===== src/rtl/onehot_step_driver_pkg.sv =====
// Shared types and helpers for the one-hot step driver: position range,
// debounce FSM states and the position-to-decoder-code mapping.
package onehot_step_pkg;

  localparam logic [3:0] POS_LAST = 4'd8;

  typedef enum logic [1:0] {
    DEB_RELEASED,
    DEB_PRESS_WAIT,
    DEB_PRESSED,
    DEB_RELEASE_WAIT
  } deb_state_e;

  // Position 0 blanks the decoder; 1..8 light exactly one input a..h.
  function automatic logic [7:0] pos_to_code(input logic [3:0] pos);
    logic [7:0] code;
    code = 8'h00;
    if (pos != 4'd0 && pos <= POS_LAST) begin
      code = 8'h01 << (pos - 4'd1);
    end
    return code;
  endfunction

endpackage


===== src/rtl/onehot_step_driver_if.sv =====
// Board-side signal bundle: raw buttons/switch in, decoder code and debug position out.
interface onehot_step_driver_if;
  logic       btn_next_n;
  logic       btn_prev_n;
  logic       auto_en;
  logic [7:0] code_out;
  logic [3:0] pos;

  modport master (
    output btn_next_n, btn_prev_n, auto_en,
    input  code_out, pos
  );

  modport slave (
    input  btn_next_n, btn_prev_n, auto_en,
    output code_out, pos
  );
endinterface


===== src/rtl/onehot_step_driver_debounce_fsm.sv =====
// Synchronizes one active-low raw pushbutton and debounces it into a single
// one-cycle pulse per accepted press.
module debounce_fsm
  import onehot_step_pkg::*;
#(
  parameter int DEBOUNCE_CYCLES = 500000
) (
  input  logic clk,
  input  logic rst,
  input  logic btn_n,
  output logic press_pulse
);

  localparam int CW = $clog2(DEBOUNCE_CYCLES);
  localparam logic [CW-1:0] CNT_LAST = CW'(DEBOUNCE_CYCLES - 1);

  logic [1:0]    sync_q;
  logic          btn_s;
  deb_state_e    state_q;
  logic [CW-1:0] cnt_q;
  logic          pulse_q;

  // Synchronizer idles at the released (high) level so reset never looks like a press.
  always_ff @(posedge clk or posedge rst) begin
    if (rst) sync_q <= 2'b11;
    else     sync_q <= {sync_q[0], btn_n};
  end

  assign btn_s = sync_q[1];

  always_ff @(posedge clk or posedge rst) begin
    if (rst) begin
      state_q <= DEB_RELEASED;
      cnt_q   <= '0;
      pulse_q <= 1'b0;
    end else begin
      pulse_q <= 1'b0;
      unique case (state_q)
        DEB_RELEASED: begin
          if (!btn_s) begin
            state_q <= DEB_PRESS_WAIT;
            cnt_q   <= '0;
          end
        end
        DEB_PRESS_WAIT: begin
          if (btn_s) begin
            state_q <= DEB_RELEASED;
          end else if (cnt_q == CNT_LAST) begin
            state_q <= DEB_PRESSED;
            pulse_q <= 1'b1;
          end else begin
            cnt_q <= cnt_q + CW'(1);
          end
        end
        DEB_PRESSED: begin
          if (btn_s) begin
            state_q <= DEB_RELEASE_WAIT;
            cnt_q   <= '0;
          end
        end
        DEB_RELEASE_WAIT: begin
          if (!btn_s) begin
            state_q <= DEB_PRESSED;
          end else if (cnt_q == CNT_LAST) begin
            state_q <= DEB_RELEASED;
          end else begin
            cnt_q <= cnt_q + CW'(1);
          end
        end
        default: state_q <= DEB_RELEASED;
      endcase
    end
  end

  assign press_pulse = pulse_q;

endmodule


===== src/rtl/onehot_step_driver.sv =====
// Steps a 0..8 selector from debounced buttons or a periodic auto tick and
// drives the matching legal one-hot (or blank) code to the segment decoder.
module onehot_step_driver
  import onehot_step_pkg::*;
#(
  parameter int DEBOUNCE_CYCLES = 500000,
  parameter int AUTO_CYCLES     = 50000000
) (
  input  logic                  clk,
  input  logic                  rst,
  onehot_step_driver_if.slave   bus
);

  localparam int TW = $clog2(AUTO_CYCLES);
  localparam logic [TW-1:0] TICK_LAST = TW'(AUTO_CYCLES - 1);

  logic          next_pulse;
  logic          prev_pulse;
  logic          manual;
  logic [1:0]    auto_sync_q;
  logic          auto_s;
  logic [TW-1:0] tick_cnt_d, tick_cnt_q;
  logic          tick_d, tick_q;
  logic [3:0]    pos_d, pos_q;
  logic [7:0]    code_d, code_q;

  debounce_fsm #(.DEBOUNCE_CYCLES(DEBOUNCE_CYCLES)) u_deb_next (
    .clk         (clk),
    .rst         (rst),
    .btn_n       (bus.btn_next_n),
    .press_pulse (next_pulse)
  );

  debounce_fsm #(.DEBOUNCE_CYCLES(DEBOUNCE_CYCLES)) u_deb_prev (
    .clk         (clk),
    .rst         (rst),
    .btn_n       (bus.btn_prev_n),
    .press_pulse (prev_pulse)
  );

  assign auto_s = auto_sync_q[1];
  assign manual = next_pulse | prev_pulse;

  always_comb begin
    tick_cnt_d = tick_cnt_q;
    tick_d     = 1'b0;
    // Manual activity restarts the auto period so a press never doubles up with a tick.
    if (!auto_s || manual) begin
      tick_cnt_d = '0;
    end else if (tick_cnt_q == TICK_LAST) begin
      tick_cnt_d = '0;
      tick_d     = 1'b1;
    end else begin
      tick_cnt_d = tick_cnt_q + TW'(1);
    end

    pos_d = pos_q;
    if (pos_q > POS_LAST) begin
      pos_d = 4'd0;
    end else if (next_pulse && !prev_pulse) begin
      pos_d = (pos_q == POS_LAST) ? 4'd0 : pos_q + 4'd1;
    end else if (prev_pulse && !next_pulse) begin
      pos_d = (pos_q == 4'd0) ? POS_LAST : pos_q - 4'd1;
    end else if (!manual && tick_q) begin
      pos_d = (pos_q == POS_LAST) ? 4'd0 : pos_q + 4'd1;
    end

    code_d = pos_to_code(pos_d);
  end

  always_ff @(posedge clk or posedge rst) begin
    if (rst) begin
      auto_sync_q <= 2'b00;
      tick_cnt_q  <= '0;
      tick_q      <= 1'b0;
      pos_q       <= 4'd0;
      code_q      <= 8'h00;
    end else begin
      auto_sync_q <= {auto_sync_q[0], bus.auto_en};
      tick_cnt_q  <= tick_cnt_d;
      tick_q      <= tick_d;
      pos_q       <= pos_d;
      code_q      <= code_d;
    end
  end

  assign bus.code_out = code_q;
  assign bus.pos      = pos_q;

endmodule


===== src/flat_wrapper.sv =====
// flat-port wrapper written by rule: the top's interface ports become plain ports
module onehot_step_driver_flat import onehot_step_pkg::*;
#(
  parameter int DEBOUNCE_CYCLES = 500000,
  parameter int AUTO_CYCLES     = 50000000
)
  (clk, rst, bus_btn_next_n, bus_btn_prev_n, bus_auto_en, bus_code_out, bus_pos);
  onehot_step_driver_if bus_i ();
  input  logic clk;
  input  logic rst;
  input wire logic [$bits(bus_i.btn_next_n)-1:0] bus_btn_next_n;
  input wire logic [$bits(bus_i.btn_prev_n)-1:0] bus_btn_prev_n;
  input wire logic [$bits(bus_i.auto_en)-1:0] bus_auto_en;
  output wire logic [$bits(bus_i.code_out)-1:0] bus_code_out;
  output wire logic [$bits(bus_i.pos)-1:0] bus_pos;
  assign bus_i.btn_next_n = bus_btn_next_n;
  assign bus_i.btn_prev_n = bus_btn_prev_n;
  assign bus_i.auto_en = bus_auto_en;
  assign bus_code_out = bus_i.code_out;
  assign bus_pos = bus_i.pos;
  onehot_step_driver #(.DEBOUNCE_CYCLES(DEBOUNCE_CYCLES), .AUTO_CYCLES(AUTO_CYCLES)) u_core (.clk(clk), .rst(rst), .bus(bus_i));
endmodule

===== config.mk =====
export PLATFORM = sky130hd
export DESIGN_NAME = onehot_step_driver_flat
export DESIGN_NICKNAME = d
export VERILOG_FILES = /design/src/rtl/onehot_step_driver_pkg.sv /design/src/rtl/onehot_step_driver_if.sv /design/src/rtl/onehot_step_driver_debounce_fsm.sv /design/src/rtl/onehot_step_driver.sv /design/src/flat_wrapper.sv
export SDC_FILE = /design/constraint.sdc
export NUM_CORES = 1
export LEC_CHECK = 0
export CAP_MARGIN = 20
export CORE_MARGIN = 2
export CORE_UTILIZATION = 40
export CTS_CLUSTER_SIZE = 8
export DETAILED_ROUTE_END_ITERATION = 10
export GPL_TIMING_DRIVEN = 1
export PLACE_DENSITY_LB_ADDON = 0.1
export SLEW_MARGIN = 20
export SYNTH_ARGS = -nofsm -noshare
export SYNTH_HDL_FRONTEND = slang
export SYNTH_HIERARCHICAL = 1
export SYNTH_SLANG_ARGS = --single-unit

===== constraint.sdc =====
create_clock -name clk -period 2.54 [get_ports clk]
set_input_delay 0.508 -clock clk [delete_from_list [all_inputs] [get_ports clk]]
set_output_delay 0.508 -clock clk [all_outputs]
set_load 0.005 [all_outputs]

; Yosys cells after proc, flatten, opt, wreduce, memory -nomap -nowiden
; Index checks and enable logic that the tools add are counted.
[op_classes]
mux = 43
eq_ne = 22
n_addsub = 6
magnitude_cmp = 2
bitwise = 1
reduce_logical = 17
shifts = 1
[op_table]
columns = op, count
row1 = two-way mux 19 bit, 10
row2 = one-hot mux 19 bit (4 select lines), 2
row3 = two-way mux 26 bit, 2
row4 = "adder 19 x 1 -> 19 bit, second input constant", 2
row5 = "equality test 19 bit, second input constant", 2
row6 = "adder 26 x 1 -> 26 bit, second input constant", 1
row7 = "equality test 26 bit, second input constant", 1
row8 = two-way mux 2 bit, 12
row9 = two-way mux 4 bit, 6
row10 = "inequality test 2 bit, second input constant", 8
row11 = one-hot mux 2 bit (4 select lines), 2
row12 = AND reduction 4 bit, 4
row13 = "inequality test 3 bit, second input constant", 4
row14 = "equality test 2 bit, second input constant", 4
row15 = two-way mux 1 bit, 8
row16 = two-way mux 8 bit, 1
row17 = "<< shifter 1 x 4 -> 8 bit, first input constant", 1
row18 = "subtractor 4 x 1 -> 4 bit, second input constant", 2
row19 = "adder 4 x 1 -> 4 bit, second input constant", 1
row20 = "equality test 2 x 1 -> 1 bit, second input constant", 2
row21 = "equality test 4 bit, second input constant", 1
row22 = "> comparator 4 bit, second input constant", 1
row23 = "less-or-equal comparator 4 bit, second input constant", 1
row24 = logical AND 1 bit, 4
row25 = other kinds (6), 10
[word_totals]
elab_cells = 105
output_inout_bits = 12
in_bits = 5
ff_bits = 89

; Longest topological paths before layout
; Gate-level depths: netlist (run 1).
[depth]
ltp_word = 10
ltp_mapped = 8
ltp_nobuf = 8

; Hierarchy
; Netlist (run 1), hierarchy kept.
[modules_own_cells]
columns = module, cells_each, instances, seq_area_each_um2, area_per_inst_um2
row1 = debounce_fsm, 156, 2, 603.1, 1400.1
row2 = onehot_step_driver, 213, 1, 1026.0, 2137.0

; Least setup slack after synthesis (run 1)
; No wires, ideal clock.
[synth_timing]
path_type = register -> register
start = register u_core.tick_cnt_q[0]
end = register u_core.tick_cnt_q[10]
required_ns = 2.421
setup_slack_ns = 0.652
stages_incl_launch_ff = 8
arrival_time_ns = 1.770
setup_ns = 0.119
synth_period_minus_slack_ns = 1.888
n_path_buf = 1
cell_sequence = dfrtp_1 ha_1 nand2_1 or4_4 nand4b_4 nand3_2 buf_4 nor2_1
[synth_via]
elab_chain_len = 3
elab_cells_between_ends = 4
classes_between = 1 x add/sub / 1 x eq/ne / 2 x mux
[synth_lines]
columns = item, line_no
row1 = from (decl), onehot_step_driver.sv:22  ; logic [TW-1:0] tick_cnt_d, tick_cnt_q;
row2 = from (signal assigned), onehot_step_driver.sv:80  ; tick_cnt_q <= tick_cnt_d;
row3 = adder 26 x 1 -> 26 bit or equality test 26 bit (tied branches), "onehot_step_driver.sv:54, onehot_step_driver.sv:50"
row4 = two-way mux 26 bit (*), onehot_step_driver.sv:50  ; end else if (tick_cnt_q == TICK_LAST) begin
row5 = two-way mux 26 bit (*), onehot_step_driver.sv:48  ; if (!auto_s || manual) begin
row6 = named net u_core.tick_cnt_d[10], onehot_step_driver.sv:22
; The timed path passes the listed nets; every way through them passes the cells marked *.
; A chain may end at the register's enable or synchronous reset.

; Worst setup path after layout (run 1)
[layout_timing]
start = register u_core.pos_q[0], in the netlist u_core/bus.pos[0]
end = register u_core.code_q[5], in the netlist u_core/bus.code_out[5]
[layout_via]
elab_chain_len = 9
elab_cells_between_ends = 17
classes_between = 3 x add/sub / 2 x order compare / 1 x eq/ne / 1 x shift / 7 x mux / 3 x reduce/logical
[layout_lines]
columns = item, line_no
row1 = from (decl), onehot_step_driver.sv:24  ; logic [3:0] pos_d, pos_q;
row2 = from (signal assigned), onehot_step_driver.sv:82  ; pos_q <= pos_d;
row3 = adder 4 x 1 -> 4 bit or equality test 4 bit (tied branches), "onehot_step_driver.sv:61, onehot_step_driver.sv:65"
row4 = two-way mux 4 bit, "onehot_step_driver.sv:61, onehot_step_driver.sv:65"
row5 = two-way mux 4 bit, onehot_step_driver.sv:64  ; end else if (!manual && tick_q) begin
row6 = two-way mux 4 bit, onehot_step_driver.sv:62  ; end else if (prev_pulse && !next_pulse) begin
row7 = two-way mux 4 bit, onehot_step_driver.sv:60  ; end else if (next_pulse && !prev_pulse) begin
row8 = two-way mux 4 bit (*), onehot_step_driver.sv:58  ; if (pos_q > POS_LAST) begin
row9 = named net u_core.pos_d[0], onehot_step_driver.sv:24
row10 = "subtractor 4 x 1 -> 4 bit, or another cell as far along", onehot_step_driver_pkg.sv:19  ; code = 8'h01 << (pos - 4'd1);
row11 = << shifter 1 x 4 -> 8 bit or logical AND 1 bit (tied branches), "onehot_step_driver_pkg.sv:19, onehot_step_driver_pkg.sv:18"
row12 = two-way mux 8 bit (*), onehot_step_driver_pkg.sv:18  ; if (pos != 4'd0 && pos <= POS_LAST) begin
row13 = named net u_core.code_d[5], onehot_step_driver.sv:25  ; logic [7:0] code_d, code_q;
row14 = to (signal assigned), onehot_step_driver.sv:83  ; code_q <= code_d;
row15 = to (decl), onehot_step_driver.sv:25
; Marks and branches as above.

==> summary.txt, run 1 <==
Logic synthesis
  – Asr flop ratio synth: 1.00
  – Top-area cell type share of the netlist area: 0.431
  – Sequential fraction of the synthesis area: 0.452
  – Synth warnings: 6
  – Synth Area per Inst: 9.40 um^2
  – Most frequent cell after synthesis: dfrtp_1
  – Yosys top cell by area: dfrtp_1
  – Ys flop type: dfrtp_1
  – Mapped cell area: 0.00494 mm^2
  – Library cells used by synthesis: 63
  – Synth top area cells: dfrtp_1, nand2_1, nor2_1
  – #FFs+latches synth: 89
  – EDFF count, synth: 0
  – Post-Syn Nets: 535
  – Synth Instances: 525
  – Top post-synthesis cells by count: dfrtp_1, nand2_1, nor2_1

Timing
  – Crit share post-route: 0.873
  – Setup violators final: 0
  – Maximum clock rate: 451 MHz
  – Final hold violation count: 0
  – Worst slew pin tran: 0.754 ns
  – Layout Skew: 0.00738 ns
  – Final TNS setup: 0 ns
  – Minimum clock period: 2.22 ns
  – RSZ-0062 raised after global routing: no
  – Slew HR: 0.495
  – Final max-slew violation count: 0

Setup path
  – Reg2reg setup slack: roughly 0.32 ns
  – Critical Path RT: 2.76 ns
  – Worst setup path category: flop to flop
  – Reg2reg path depth: 8
  – Crit-path max FO: 6
  – Crit path capture type: flop
  – Critical Path Start: u_core/bus.pos[0]$_DFF_PP0_
  – R2r endpoint: u_core/bus.code_out[5]$_DFF_PP0_
  – CP Data Arrival Time: 2.44 ns
  – Startpoint types: flop
  – Worst reg2reg path startpoint: u_core/bus.pos[0]$_DFF_PP0_

Routing
  – Iteration-0 DRC Markers: between 200 and 250
  – Antenna Violating Nets Remaining: 0
  – Vias: 3928
  – Drt drc: 0
  – WL final: 11.1 mm
  – Drt first pass iters: 4
  – Drt wl/cell: 16.0 um
  – Avg Vias per Cell: 5.67

Clocking
  – Post-CTS sizing: 0
  – TritonCTS clock tree: done
  – Post-CTS Setup Inserts: 0
  – # hold bufs at CTS: 0
  – TritonCTS buffer count: 9
  – Root cell of the clock tree: clkbuf_16
  – CTS sink count: just under 90
  – Clk slew on worst S/H paths: 0.07 ns
  – Latest clock arrival within the worst-skew pair: 0.35 ns
  – H-tree Lvls: 3
  – Max Root-Sink Buffers: 2

Global route
  – Gr usage total: 0.183
  – Antenna violations before repair: 0
  – First-pass GRT wire length: 19.2 mm
  – Vias in the first global route: 3875
  – Grt total ovfl: 0
  – Largest net degree at the start of global routing: 27

Pwr
  – Lkg Pwr: 2.22 nW
  – Max rail drop VDD: about 0.32 mV
  – PD cells: 548 mW/mm^2
  – Power Total: 3.05 mW

Floorplan
  – # rows: 40
  – Initial Util: 0.411
  – Core Region: 0.0120 mm^2
  – IO Count: 17
  – Die W: 115 um
  – Die extent in y: around 120 um
  – Die Footprint: 0.0132 mm^2

Cells and area
  – Ant. Diodes: 0
  – Util after Layout: 0.463
  – Layout Nets: 551
  – Share of layout cells above drive strength 1: 0.123
  – Area grow syn2layout: 12.7%
  – Fillers: 1151

Flow run
  – Max Cap Violations: 0

Status
  – Run status: finished, final reports clean

Hold path
  – Hold Crit Depth: 0
  – Hold path start: u_core/auto_sync_q[0]$_DFF_PP0_
  – Hold Crit Class: flop to flop
  – Hold endpoint: u_core/auto_sync_q[1]$_DFF_PP0_

Place
  – Number of port buffers: 16
  – HPWL after detailed placement: 7.63 mm
  – Routability congestion estimate: 0.806
-- cell families after synthesis --
family                   share of synthesized area
AO/OA/AOI/OAI                                0.114
adder cells (fa/ha/maj)                     0.0127
AND/OR/NAND/NOR                              0.313
flip-flops                                   0.452
buffers and inverters                       0.0400
XOR/XNOR                                    0.0497
multiplexers                                0.0182
-- cell usage in the layout, fill, tap and decap left out, types with 5 or more instances in the layout --
cell	n
ha_1	5
inv_1	18
and4_2	6
and3_1	7
buf_4	14
dfrtp_1	85
nor4_2	5
nand4_1	20
mux2i_1	9
nand4b_1	6
nand2_1	71
xnor2_1	15
xor2_1	13
o21ai_0	23
a21oi_1	15
clkbuf_16	9
nor2_1	41
nand3_1	26
and4_1	5
nand2b_1	9
clkdlybuf4s50_1	16
nor4_1	11
o31ai_1	10
nor3_1	10
a21o_1	9
nor4b_1	11
-- metal layers --
metal / GRT usage / vias up / share of wire
li1: - / 1944 / -
met1: 0.247 / 1904 / 0.48
met2: 0.283 / 56 / 0.47
met3: 0.0322 / 24 / 0.027
met4: 0.0956 / 0 / 0.026
met5: 0 / - / 0
-- flip-flops by register name, indices dropped and copies added, names as in the netlist, named ones only --
| signal | cells |
|---|---|
| u_core/u_deb_prev/press_pulse | 1 |
| u_core/bus.pos | 4 |
| u_core/u_deb_next/sync_q | 2 |
| u_core/u_deb_prev/cnt_q | 19 |
| u_core/u_deb_next/press_pulse | 1 |
| u_core/auto_sync_q | 2 |
| u_core/bus.code_out | 8 |
| u_core/u_deb_prev/state_q | 1 |
| u_core/tick_q | 1 |
| u_core/u_deb_prev/sync_q | 2 |
| u_core/u_deb_next/state_q | 1 |
| u_core/tick_cnt_q | 26 |
| u_core/u_deb_next/cnt_q | 19 |
-- area by class of cell --
cell class                      instances  area [um^2]  area share
Clock buffer                            9          225      0.0405
Inverter                               19         71.3      0.0128
Tap cell                              147          184      0.0330
Sequential cell                        89         2230       0.401
Clock inverter                          7         80.1      0.0144
Timing Repair Buffer                   30          265      0.0477
Multi-Input combinational cell        392         2510       0.451
-- report_power, final --
group	internal [mW]	leakage [nW]	total [mW]	switching [mW]
Sequential	1.46	1.21	1.51	0.0564
Clock	0.773	0.148	1.37	0.601
Combinational	0.0594	0.863	0.162	0.103
-- metrics by stage --
step           setup slack [ns]  std cells  instance area (um^2)  hold slack, ns
2_1_floorplan             0.652        525                  4940           0.331
3_3_place_gp              0.420        677                  5260           0.336
3_5_place_dp              0.333        677                  5260           0.340
4_1_cts                   0.319        693                  5570           0.356
5_1_grt                  0.0641        693                  5570           0.364
6_report                  0.323        693                  5570           0.353
-- worst max-delay path by stage --
stage / to / slack, ns / cells after the start
5_1_grt: u_core/bus.code_out[5]$_DFF_PP0_ / 0.06 / 8
3_5_place_dp: u_core/bus.code_out[5]$_DFF_PP0_ / 0.33 / 8
2_1_floorplan: u_core/tick_cnt_q[10]$_DFF_PP0_ / 0.65 / 7
6_report: u_core/bus.code_out[5]$_DFF_PP0_ / 0.32 / 8
4_1_cts: u_core/bus.code_out[5]$_DFF_PP0_ / 0.32 / 8
3_3_place_gp: u_core/tick_cnt_q[9]$_DFF_PP0_ / 0.42 / 6
-- worst max-delay path, stage by stage, from the launching register on --
cell and delay [ns]:
dfrtp_1 0.46, inv_1 0.09, ha_1 0.25, nand2b_1 0.10
and2_1 0.16, nor4_1 0.07, o31ai_2 0.45, inv_2 0.12
nor4b_1 0.39
No activity file was read; power rests on OpenSTA's default activity.
==> inputs of run 2 (changes only) <==
--- a/config.mk
+++ b/config.mk
@@ -6,14 +6,13 @@
 export NUM_CORES = 1
 export LEC_CHECK = 0
 export CAP_MARGIN = 20
-export CORE_MARGIN = 2
 export CORE_UTILIZATION = 40
 export CTS_CLUSTER_SIZE = 8
 export DETAILED_ROUTE_END_ITERATION = 10
 export GPL_TIMING_DRIVEN = 1
-export PLACE_DENSITY_LB_ADDON = 0.1
 export SLEW_MARGIN = 20
 export SYNTH_ARGS = -nofsm -noshare
 export SYNTH_HDL_FRONTEND = slang
 export SYNTH_HIERARCHICAL = 1
 export SYNTH_SLANG_ARGS = --single-unit
+export TNS_END_PERCENT = 5
==> summary.txt, run 2 (synthesized netlist as in run 1, its figures left out) <==
Cells and area
  – Area of the multi-input gates: 0.00251 mm^2 (unchanged)
  – Area grow syn2layout: 12.3% (was 12.7%)
  – Util after Layout: 0.461 (was 0.463)
  – Fillers: 1127 (was 1151)
  – Ant. Diodes: 0 (unchanged)
  – Top Registers: u_core/tick_cnt_q x26, u_core/u_deb_next/cnt_q x19, u_core/u_deb_prev/cnt_q x19 (unchanged)
  – Biggest register: u_core/tick_cnt_q (unchanged)
  – Max reg flops: 26 (unchanged)
  – Commonest non-fill, non-tap cell in the layout: dfrtp_1 (unchanged)
  – Most frequent cells in the layout: dfrtp_1, nand2_1, nor2_1 (unchanged)
  – Share of layout cells above drive strength 1: 0.121 (was 0.123)
  – Reg area: 0.00223 mm^2 (unchanged)
  – Layout Nets: 550 (was 551)

Pwr
  – Power Total: 2.96 mW (was 3.05 mW)
  – Switching share of power: 0.251 (was 0.249)
  – Clock Power Share: 0.435 (was 0.451)
  – Max rail drop VDD: 0.630 mV (was 0.319 mV)
  – P_sw: 745 uW (was 760 uW)
  – Combinational Power Share: 0.056 (was 0.053)
  – PD cells: 535 mW/mm^2 (was 548 mW/mm^2)
  – Sequential Power Share: 0.509 (was 0.496)
  – Internal power: 2.22 mW (was 2.29 mW)
  – Lkg Pwr: 2.22 nW (about the same)

Clocking
  – # hold bufs at CTS: 0 (unchanged)
  – Latest clock arrival within the worst-skew pair: 0.34 ns (was 0.35 ns)
  – Max Root-Sink Buffers: 2 (unchanged)
  – Post-CTS Setup Inserts: 0 (unchanged)
  – Post-CTS sizing: 0 (unchanged)
  – Root cell of the clock tree: clkbuf_16 (unchanged)
  – H-tree Lvls: 3 (unchanged)
  – Clk slew on worst S/H paths: 0.07 ns (about the same)
  – CTS sink count: 89 (unchanged)
  – TritonCTS buffer count: 9 (unchanged)
  – TritonCTS clock tree: done (unchanged)

Place
  – Routability congestion estimate: 0.812 (was 0.806)
  – Placement Setup Slack: 0.314 ns (was 0.333 ns)
  – Number of port buffers: 16 (unchanged)
  – HPWL after detailed placement: 7.54 mm (was 7.63 mm)

Global route
  – First-pass GRT wire length: 19.2 mm (about the same)
  – Vias in the first global route: 4000 (was 3875)
  – Largest net degree at the start of global routing: 42 (was 27)
  – Antenna violations before repair: 0 (unchanged)
  – Gr usage total: 0.188 (was 0.183)
  – Grt total ovfl: 0 (unchanged)

Floorplan
  – Die extent in y: 113 um (was 115 um)
  – Initial Util: 0.411 (unchanged)
  – Core Region: 0.0120 mm^2 (unchanged)
  – Die Footprint: 0.0128 mm^2 (was 0.0132 mm^2)
  – # rows: 40 (unchanged)
  – IO Count: 17 (unchanged)
  – Die W: 113 um (was 115 um)

Routing
  – Avg Vias per Cell: 5.78 (was 5.67)
  – Drt drc: 0 (unchanged)
  – Antenna Violating Nets Remaining: 0 (unchanged)
  – Vias: 3997 (was 3928)
  – Drt wl/cell: 15.5 um (was 16.0 um)
  – WL final: 10.7 mm (was 11.1 mm)
  – Drt first pass iters: 4 (unchanged)
  – Iteration-0 DRC Markers: 311 (was 232)

Flow run
  – Max Cap Violations: 0 (unchanged)

Timing
  – Final hold violation count: 0 (unchanged)
  – Maximum clock rate: 449 MHz (was 451 MHz)
  – Layout Skew: 0.00842 ns (was 0.00738 ns)
  – Final worst slack: 0.311 ns (was 0.323 ns)
  – Crit share post-route: 0.878 (was 0.873)
  – Final TNS setup: 0 ns (unchanged)
  – Hold slack: 0.345 ns (was 0.353 ns)
  – Setup violators final: 0 (unchanged)
  – Slew HR: 0.474 (was 0.495)
  – Minimum clock period: 2.23 ns (was 2.22 ns)
  – Final max-slew violation count: 0 (unchanged)
  – Worst slew pin tran: 0.787 ns (was 0.754 ns)
  – RSZ-0062 raised after global routing: no (unchanged)

Setup path
  – CP Data Arrival Time: 2.44 ns (about the same)
  – Critical Path RT: 2.75 ns (was 2.76 ns)
  – Crit path capture type: flop (unchanged)
  – Startpoint types: flop (unchanged)
  – Worst setup path category: flop to flop (unchanged)
  – Crit-path max FO: 25 (was 6)

Status
  – Run status: finished, final reports clean (unchanged)

Hold path
  – Hold Crit Class: flop to flop (unchanged)
==> run 2: cell count changes in the layout (fill, tap and decap cells not counted) <==
cell / before / now
bufinv_16: 1 / 0
clkbuf_8: 0 / 1
clkinvlp_4: 1 / 0
buf_4: 14 / 13
inv_6: 0 / 1
==> run 2: critical path: stages, from the launching register on <==
cell	delay, ns
dfrtp_1	0.41
ha_1	0.29
nand2_1	0.11
or4_4	0.55
nand4b_4	0.19
nand3_2	0.41
nor2_1	0.13
==> run 2: layer usage <==
metal	global-route usage	up-vias	share of wire
met2	0.307	68	0.48
met1	0.245	1966	0.47
met4	0.0772	0	0.021
met5	0	-	0
met3	0.0354	17	0.031
li1	-	1946	-
==> run 2: metrics by stage <==
step	instances	instance area [um^2]
after floorplan	525	4940
after global placement	676	5250
after detailed placement	676	5250
after CTS	692	5540
after global routing	692	5540
final	692	5540
==> run 2: power by group through the flow <==
stage | clock (mW) | combinational (mW) | sequential [mW]
finish | 1.29 | 0.166 | 1.51
floorplan | 0 | 0.137 | 1.51
CTS | 1.34 | 0.169 | 1.51
global route | 1.39 | 0.188 | 1.52
detailed placement | 0 | 0.169 | 1.54
global placement | 0 | 0.162 | 1.53
==> run 2: worst paths after layout <==
check                                                 startpoint                                       to  slack [ns]  depth (start not counted)
setup / recovery                  u_core/tick_cnt_q[0]$_DFF_PP0_          u_core/tick_cnt_q[15]$_DFF_PP0_        0.31                          6
hold / removal             u_core/u_deb_prev/sync_q[0]$_DFF_PP1_    u_core/u_deb_prev/sync_q[1]$_DFF_PP1_        0.34                          0
setup reg to reg                  u_core/tick_cnt_q[0]$_DFF_PP0_          u_core/tick_cnt_q[15]$_DFF_PP0_        0.31                          6
hold reg to reg            u_core/u_deb_prev/sync_q[0]$_DFF_PP1_    u_core/u_deb_prev/sync_q[1]$_DFF_PP1_        0.34                          0
max in group asynchronous                                    rst  u_core/u_deb_next/cnt_q[10]$_DFFE_PP0P_        1.33                          3
min in group asynchronous                                    rst  u_core/u_deb_prev/cnt_q[12]$_DFFE_PP0P_        0.63                          3
==> run 2: cell type report <==
type	count	area share
multi-input cells	392	0.452
flip-flops and latches	89	0.403
repair buffers	29	0.0465
clock buffers	10	0.0431
well taps	147	0.0332
inverters	19	0.0129
clock inverters	6	0.00926
==> inputs of run 3 (changes only) <==
--- a/config.mk
+++ b/config.mk
@@ -6,10 +6,13 @@
 export NUM_CORES = 1
 export LEC_CHECK = 0
 export CAP_MARGIN = 20
-export CORE_UTILIZATION = 40
+export CORE_UTILIZATION = 61
 export CTS_CLUSTER_SIZE = 8
 export DETAILED_ROUTE_END_ITERATION = 10
 export GPL_TIMING_DRIVEN = 1
+export HOLD_SLACK_MARGIN = 0.03
+export PLACE_DENSITY = 0.79
+export SETUP_SLACK_MARGIN = 0.02
 export SLEW_MARGIN = 20
 export SYNTH_ARGS = -nofsm -noshare
 export SYNTH_HDL_FRONTEND = slang
==> summary.txt, run 3 (synthesized netlist as in run 1, its figures left out) <==
Status
  – Run status: finished, final reports clean (unchanged)

Cells and area
  – Layout Nets: 548 (was 550)
  – Ant. Diodes: 0 (unchanged)
  – Most frequent cells in the layout: dfrtp_1, nand2_1, nor2_1 (unchanged)
  – Commonest non-fill, non-tap cell in the layout: dfrtp_1 (unchanged)
  – Max reg flops: 26 (unchanged)
  – Share of layout cells above drive strength 1: 0.118 (was 0.121)
  – Biggest register: u_core/tick_cnt_q (unchanged)
  – Top Registers: u_core/tick_cnt_q x26, u_core/u_deb_next/cnt_q x19, u_core/u_deb_prev/cnt_q x19 (unchanged)
  – Area grow syn2layout: 8.87% (was 12.3%)

Pwr
  – PD cells: 489 mW/mm^2 (was 535 mW/mm^2)
  – Power Total: 2.63 mW (was 2.96 mW)
  – Lkg Pwr: 2.16 nW (was 2.22 nW)
  – Max rail drop VDD: 0.286 mV (was 0.630 mV)

Routing
  – Avg Vias per Cell: 6.23 (was 5.78)
  – Iteration-0 DRC Markers: 166 (was 311)
  – Drt first pass iters: 5 (was 4)
  – Drt drc: 0 (unchanged)
  – WL final: 10.3 mm (was 10.7 mm)
  – Drt wl/cell: 15.9 um (was 15.5 um)
  – Antenna Violating Nets Remaining: 0 (unchanged)
  – Vias: 4017 (was 3997)

Global route
  – Largest net degree at the start of global routing: 42 (unchanged)
  – Grt total ovfl: 0 (unchanged)
  – Antenna violations before repair: 0 (unchanged)
  – Vias in the first global route: 3871 (was 4000)
  – First-pass GRT wire length: 18.2 mm (was 19.2 mm)
  – Gr usage total: 0.266 (was 0.188)

Clocking
  – TritonCTS buffer count: 9 (unchanged)
  – Clk slew on worst S/H paths: 0.10 ns (was 0.07 ns)
  – Post-CTS Setup Inserts: 0 (unchanged)
  – Root cell of the clock tree: clkbuf_8 (was clkbuf_16)
  – H-tree Lvls: 3 (unchanged)
  – TritonCTS clock tree: done (unchanged)
  – Latest clock arrival within the worst-skew pair: 0.35 ns (was 0.34 ns)
  – Post-CTS sizing: 0 (unchanged)
  – Max Root-Sink Buffers: 2 (unchanged)
  – CTS sink count: 89 (unchanged)
  – # hold bufs at CTS: 0 (unchanged)

Timing
  – RSZ-0062 raised after global routing: no (unchanged)
  – Final TNS setup: 0 ns (unchanged)
  – Crit share post-route: 0.880 (was 0.878)
  – Slew HR: 0.495 (was 0.474)
  – Layout Skew: 0.0144 ns (was 0.00842 ns)
  – Final hold violation count: 0 (unchanged)
  – Setup violators final: 0 (unchanged)
  – Final max-slew violation count: 0 (unchanged)
  – Maximum clock rate: 448 MHz (was 449 MHz)
  – Minimum clock period: 2.23 ns (about the same)
  – Worst slew pin tran: 0.756 ns (was 0.787 ns)

Setup path
  – Crit path capture type: flop (unchanged)
  – Worst reg2reg path startpoint: u_core/tick_cnt_q[0]$_DFF_PP0_ (unchanged)
  – CP Data Arrival Time: 2.44 ns (about the same)
  – Worst setup path category: flop to flop (unchanged)
  – Reg2reg path depth: 6 (unchanged)
  – Critical Path RT: 2.75 ns (about the same)
  – Reg2reg setup slack: 0.31 ns (about the same)
  – Startpoint types: flop (unchanged)
  – R2r endpoint: u_core/tick_cnt_q[15]$_DFF_PP0_ (unchanged)
  – Crit-path max FO: 25 (unchanged)

Hold path
  – Hold path start: u_core/u_deb_next/sync_q[0]$_DFF_PP1_ (was u_core/u_deb_prev/sync_q[0]$_DFF_PP1_)
  – Hold Crit Depth: 0 (unchanged)
  – Hold endpoint: u_core/u_deb_next/sync_q[1]$_DFF_PP1_ (was u_core/u_deb_prev/sync_q[1]$_DFF_PP1_)
  – Hold Crit Class: flop to flop (unchanged)

Place
  – Number of port buffers: 16 (unchanged)
  – HPWL after detailed placement: 7.19 mm (was 7.54 mm)
  – Routability congestion estimate: 0.873 (was 0.812)

Floorplan
  – Die extent in y: 92.0 um (was 113 um)
  – Die W: 92.0 um (was 113 um)
  – Initial Util: 0.636 (was 0.411)
  – IO Count: 17 (unchanged)
  – # rows: 32 (was 40)
  – Core Region: 0.00777 mm^2 (was 0.0120 mm^2)
  – Die Footprint: 0.00846 mm^2 (was 0.0128 mm^2)

Flow run
  – Max Cap Violations: 0 (unchanged)
## run 3: cell count changes in the layout (fill, tap and decap cells not counted)
cell        previous run  this run
buf_4                 13        11
clkbuf_16              9         0
clkbuf_8               1        11
clkinv_2               1         0
clkinv_4               3         0
clkinvlp_4             0         1
inv_6                  1         4
inv_8                  1         0
## run 3: layout make-up
cell class,count,area [um^2]
timing repair buffer,27,243
tap,102,128
clock inverter,5,42.5
sequential,89,2230
fill,619,2390
multi-input combinational,392,2510
clock buffer,11,151
inverter,19,71.3
## run 3: worst max path at each step
stage / start / end / slack [ns] / cells past startpoint
after global routing: u_core/tick_cnt_q[0]$_DFF_PP0_ / u_core/tick_cnt_q[15]$_DFF_PP0_ / 0.15 / 6
after detailed placement: u_core/tick_cnt_q[0]$_DFF_PP0_ / u_core/tick_cnt_q[15]$_DFF_PP0_ / 0.35 / 6
after floorplan: u_core/tick_cnt_q[0]$_DFF_PP0_ / u_core/tick_cnt_q[10]$_DFF_PP0_ / 0.65 / 7
after global placement: u_core/tick_cnt_q[0]$_DFF_PP0_ / u_core/tick_cnt_q[3]$_DFF_PP0_ / 0.46 / 6
final: u_core/tick_cnt_q[0]$_DFF_PP0_ / u_core/tick_cnt_q[15]$_DFF_PP0_ / 0.31 / 6
after CTS: u_core/tick_cnt_q[0]$_DFF_PP0_ / u_core/tick_cnt_q[15]$_DFF_PP0_ / 0.33 / 6
## run 3: report_power, final
group          internal [mW]  switching [mW]  total, mW
registers               1.45          0.0562       1.51
clock network          0.424           0.534      0.958
logic                 0.0576           0.102      0.160
## run 3: critical path, cell delays in order (launching register included)
cell	delay, ns
dfrtp_1	0.43
ha_1	0.28
nand2_1	0.11
or4_4	0.55
nand4b_4	0.19
nand3_2	0.40
nor2_1	0.13
## run 3: through the flow
step                hold WS, ns  setup slack [ns]  cells  instance area, um^2  utilization
floorplan                 0.331             0.652    525                 4940            -
global placement          0.347             0.457    629                 5180        0.667
detailed placement        0.348             0.353    629                 5180        0.667
CTS                       0.360             0.332    645                 5380        0.692
global route              0.367             0.154    645                 5380        0.692
finish                    0.358             0.306    645                 5380        0.692
## run 3: metal layers
layer	vias to the layer above	GRT usage	part of all wire
li1	1935	-	-
met1	1949	0.370	0.46
met2	120	0.429	0.49
met3	13	0.0456	0.044
met4	0	0.0794	0.012
met5	-	0	0
